==> src/rtl/digit_entry.sv <==
// Keypad entry register: gathers BCD digits into an HH:MM word, validates it,
// and issues one-cycle load strobes to the time counter or alarm register.
module digit_entry #(
    parameter int TIMEOUT_SEC = 10
) (
    input  logic        clock,
    input  logic        reset,
    input  logic        one_second,
    input  logic [3:0]  key,
    input  logic        key_strobe,
    input  logic        alarm_button,
    input  logic        time_button,
    output logic [15:0] set_data,
    output logic [2:0]  digit_count,
    output logic        load_new_alarm,
    output logic        load_new_time,
    output logic        entry_error
);

    typedef enum logic [1:0] {IDLE, ENTRY, FULL} state_t;

    state_t      state, state_nxt;
    logic [7:0]  tmo_cnt, tmo_nxt;
    logic        alarm_prev, time_prev;
    logic [15:0] data_nxt;
    logic [2:0]  count_nxt;
    logic        la_nxt, lt_nxt, err_nxt;

    logic alarm_edge, time_edge, btn_edge, key_ok, time_valid, commit_ok, tick_final;

    assign alarm_edge = alarm_button & ~alarm_prev;
    assign time_edge  = time_button & ~time_prev;
    assign btn_edge   = alarm_edge | time_edge;
    assign key_ok     = key_strobe && (key <= 4'd9);

    // Digits are always 0-9, so HH<=23 and MM<=59 reduce to nibble compares.
    assign time_valid = ((set_data[15:12] < 4'd2) ||
                         (set_data[15:12] == 4'd2 && set_data[11:8] <= 4'd3)) &&
                        (set_data[7:4] <= 4'd5);
    assign commit_ok  = (state == FULL) && (alarm_edge ^ time_edge) && time_valid;
    assign tick_final = one_second && (state != IDLE) &&
                        ((tmo_cnt + 8'd1) == 8'(TIMEOUT_SEC));

    always_ff @(posedge clock) begin
        if (reset) begin
            state          <= IDLE;
            set_data       <= 16'h0000;
            digit_count    <= 3'd0;
            tmo_cnt        <= 8'd0;
            load_new_alarm <= 1'b0;
            load_new_time  <= 1'b0;
            entry_error    <= 1'b0;
            alarm_prev     <= 1'b1;
            time_prev      <= 1'b1;
        end else begin
            state          <= state_nxt;
            set_data       <= data_nxt;
            digit_count    <= count_nxt;
            tmo_cnt        <= tmo_nxt;
            load_new_alarm <= la_nxt;
            load_new_time  <= lt_nxt;
            entry_error    <= err_nxt;
            alarm_prev     <= alarm_button;
            time_prev      <= time_button;
        end
    end

    // Priority: button edge, then accepted key, then timeout.
    always_comb begin
        state_nxt = state;
        if (btn_edge) begin
            state_nxt = IDLE;
        end else if (key_ok) begin
            case (state)
                IDLE:    state_nxt = ENTRY;
                ENTRY:   state_nxt = (digit_count == 3'd3) ? FULL : ENTRY;
                default: state_nxt = FULL;
            endcase
        end else if (tick_final) begin
            state_nxt = IDLE;
        end
    end

    always_comb begin
        data_nxt  = set_data;
        count_nxt = digit_count;
        tmo_nxt   = tmo_cnt;
        la_nxt    = 1'b0;
        lt_nxt    = 1'b0;
        err_nxt   = 1'b0;
        if (btn_edge) begin
            count_nxt = 3'd0;
            tmo_nxt   = 8'd0;
            if (commit_ok) begin
                la_nxt = alarm_edge;
                lt_nxt = time_edge;
            end else begin
                err_nxt  = 1'b1;
                data_nxt = 16'h0000;
            end
        end else if (key_ok) begin
            tmo_nxt = 8'd0;
            if (state == FULL) begin
                err_nxt = 1'b1;
            end else if (state == IDLE) begin
                data_nxt  = {12'h000, key};
                count_nxt = 3'd1;
            end else begin
                data_nxt  = {set_data[11:0], key};
                count_nxt = digit_count + 3'd1;
            end
        end else if (state == IDLE) begin
            tmo_nxt = 8'd0;
        end else if (one_second) begin
            if (tick_final) begin
                data_nxt  = 16'h0000;
                count_nxt = 3'd0;
                tmo_nxt   = 8'd0;
            end else begin
                tmo_nxt = tmo_cnt + 8'd1;
            end
        end
    end

endmodule
==> config.mk <==
export PLATFORM = sky130hd
export DESIGN_NAME = digit_entry
export DESIGN_NICKNAME = d
export VERILOG_FILES = /design/src/rtl/digit_entry.sv
export SDC_FILE = /design/constraint.sdc
export NUM_CORES = 1
export LEC_CHECK = 0
export CAP_MARGIN = 20
export CELL_PAD_IN_SITES_DETAIL_PLACEMENT = 2
export CELL_PAD_IN_SITES_GLOBAL_PLACEMENT = 2
export CORE_MARGIN = 3
export CORE_UTILIZATION = 33
export DETAILED_ROUTE_END_ITERATION = 6
export PLACE_DENSITY = 0.92
export SKIP_CTS_REPAIR_TIMING = 1
export SLEW_MARGIN = 20
export SYNTH_ARGS = -nofsm -noshare
export SYNTH_HDL_FRONTEND = slang
export SYNTH_SLANG_ARGS = --single-unit
==> constraint.sdc <==
create_clock -name clock -period 5.8 [get_ports clock]
set_clock_uncertainty 0.15 [all_clocks]
set_input_delay 0.58 -clock clock [delete_from_list [all_inputs] [get_ports clock]]
set_output_delay 0.58 -clock clock [all_outputs]
set_load 0.005 [all_outputs]
==> flow_summary.json <==
{
  "status": "complete, no violations",
  "ios": 32,
  "worstHoldEndpoint": "set_data[15]",
  "crit_fanout": 10,
  "finalCritPeriodShare": 0.495,
  "h-tree-depth": 2,
  "synth_cell_types": 44,
  "ir_drop_uv": 86.1,
  "grt_pass1_wl_mm": 8.87,
  "place.gp.congestion": 0.726,
  "final_cell_mix": "34 x dfxtp_1, 31 x clkdlybuf4s50_1, 29 x nand2_1",
  "tightest_slew_ns": 0.814,
  "crit_family": "compound AO/OA/AOI/OAI gates",
  "synth_top_area_cell": "dfxtp_1",
  "fin_tns_setup_ns": 0,
  "worstSetupStartpointType": "primary input",
  "synth.area.top_cells": "dfxtp_1 39%, nand2_1 6.3%, o31ai_2 5.8%, a21oi_1 4.3%, ha_1 3.6%",
  "cap_violations": 0,
  "ys_seq_area_frac": 0.392,
  "ys_ff_latch": 34,
  "slew_headroom": 0.456,
  "async_flop_share": 0,
  "first_global_vias": 1727,
  "cp_slowest_cell": "a32o_1",
  "crit_chain": "clkdlybuf4s50_1, nand2b_1, ha_1, nor3b_1, and4_1, a32o_1, nor3_4, o31ai_1",
  "max_freq_ghz": 0.348,
  "clkSinkCount": 34,
  "maxSlewViolCount": 0,
  "layout-drive-gt1-share": 0.111,
  "cts_tree": "done",
  "hold_path.class": "reg -> reg",
  "cp_data_required_time_ns": 5.84,
  "area_growth_pct": 24.2,
  "synth_edf_count": 0,
  "drt_iter0_drc": 48,
  "arrival_ns": 2.91,
  "syn_area_sq_um": 1740,
  "timing.rr.end": "set_data[4]",
  "fin_nets": 239,
  "fp.dieH_microns": 78.5,
  "grt_util_all_layers": 0.183,
  "io_buffers": 31,
  "end_kind": "flip-flop",
  "grt_max_degree": 21,
  "cp.buffers_inverters": 1,
  "placed_cells": 284,
  "syn-num-nets": 213,
  "viasPerCell": 5.39,
  "synth_cells": 198,
  "ys_warn_count": 0,
  "post-route-util": 0.439,
  "post-synth-top-area-fraction": 0.392,
  "rsz0062_at_grt": "false",
  "hold_viol": 0,
  "num-fill-cells": 560,
  "ys.flop_type": "dfxtp_1",
  "critPathKind": "in -> reg",
  "rrSetupSlack_ns": 3.27,
  "numCtsBuffers": 5,
  "core_sq_um": 4910,
  "overflow": 0,
  "syn_area_per_cell_sq_um": 8.76,
  "antenna_cells": 0,
  "clk_pin_slew_ns": 0.07,
  "r2r_cells": 5,
  "p_leak_nw": 0.701,
  "first_pass_iters": 4,
  "reg2reg_from": "state[0]",
  "wire_per_inst_microns": 17.6,
  "stdcell_count": 292,
  "ant_nets": 0,
  "cpPeakStageDelay_ns": 0.61,
  "power_density_nw_per_um2": 224,
  "worstHoldStart": "set_data[15]",
  "rows": 25,
  "num_vias": 1573,
  "die_area_sq_um": 6160,
  "hpwl_mm": 3.80,
  "antenna_found_initial": 0,
  "clock-root-buffer": "clkbuf_8",
  "holdPathStages": 2,
  "final_common_cell": "dfxtp_1",
  "setup_viol": 0,
  "die_x_microns": 78.5,
  "cts_max_path_buffers": 2,
  "worst_skew_pair.late_latency_ns": 0.29,
  "wl_mm": 5.15,
  "min_period_ns": 2.87,
  "initial_core_util": 0.353,
  "drc": 0
}
-- synthesized netlist by cell type, types with 3 or more instances --
| cell type | n |
|---|---|
| and3_1 | 6 |
| nand2_1 | 29 |
| o31ai_1 | 7 |
| xnor2_1 | 3 |
| clkbuf_1 | 7 |
| buf_6 | 3 |
| ha_1 | 5 |
| a21oi_1 | 15 |
| xor2_1 | 3 |
| nor2_1 | 8 |
| o31ai_2 | 8 |
| nand3_1 | 5 |
| nand4_1 | 3 |
| o21ai_0 | 5 |
| nand2b_1 | 5 |
| or2_2 | 3 |
| nor3_1 | 5 |
| inv_1 | 8 |
| nor2b_1 | 4 |
| dfxtp_1 | 34 |
-- how the worst max path moves through the flow --
stage                startpoint      endpoint  slack [ns]  depth (start not counted)
floorplan           time_button  set_data[10]        3.62                          9
global placement    time_button   set_data[3]        2.76                          8
detailed placement  time_button   set_data[1]        2.62                          8
CTS                 time_button   set_data[1]        2.91                          8
global route             key[1]   set_data[2]        2.74                          6
finish              time_button   set_data[1]        2.93                          8
-- tightest hold or removal path: cells and delay by family, from the launching register on --
family / cells / cell delay, ns
compound gates: 1 / 0.05
flops: 1 / 0.33
simple gates: 1 / 0.06
-- state kept, by name, summed over array words and instances (netlist names), 2 cells and up --
name / count
digit_count: 3
tmo_cnt: 8
set_data: 16
state: 2
-- where the power goes --
group | switching, W | internal (W)
combinational | 0.0000314 | 0.0000233
clock | 0.0000889 | 0.0000958
sequential | 0.00000606 | 0.000238
total | 0.000126 | 0.000357
-- per-stage QoR --
stage               hold slack, ns  total power, W  area, sq um  worst slack [ns]
floorplan                    0.307        0.000282         1740              3.62
global placement             0.315        0.000301         2060              2.76
detailed placement           0.324        0.000304         2060              2.62
CTS                          0.343        0.000489         2150              2.91
global route                 0.359        0.000508         2150              2.74
finish                       0.335        0.000484         2150              2.93
-- kinds of logic (layout without fill, tap and decap cells) --
group,Yosys count,count (layout),share of synthesized area
muxes,1,1,0.00577
DFF,34,34,0.392
xor gates and xnor gates,6,6,0.0303
adders and majority gates,5,5,0.0360
buffers and inverters,21,48,0.0598
and+or+nand+nor,80,80,0.244
AOI/OAI and AO/OA,51,51,0.232
-- area by class of cell --
| cell class | count | area, sq um | share of cell area |
|---|---|---|---|
| clock buffers | 7 | 86.3 | 0.0401 |
| clock inverters | 1 | 5.00 | 0.00232 |
| inverters | 8 | 30.0 | 0.0139 |
| multi-input cells | 143 | 951 | 0.441 |
| flip-flops and latches | 34 | 681 | 0.316 |
| well taps | 67 | 83.8 | 0.0389 |
| repair buffers | 32 | 318 | 0.148 |
-- per-layer routing --
metal / share of wire / track usage
met2: 0.52 / 0.329
met4: 0.015 / 0.0612
met1: 0.44 / 0.213
met5: 0 / 0
met3: 0.027 / 0.0390
No activity file was read; power rests on OpenSTA's default activity.
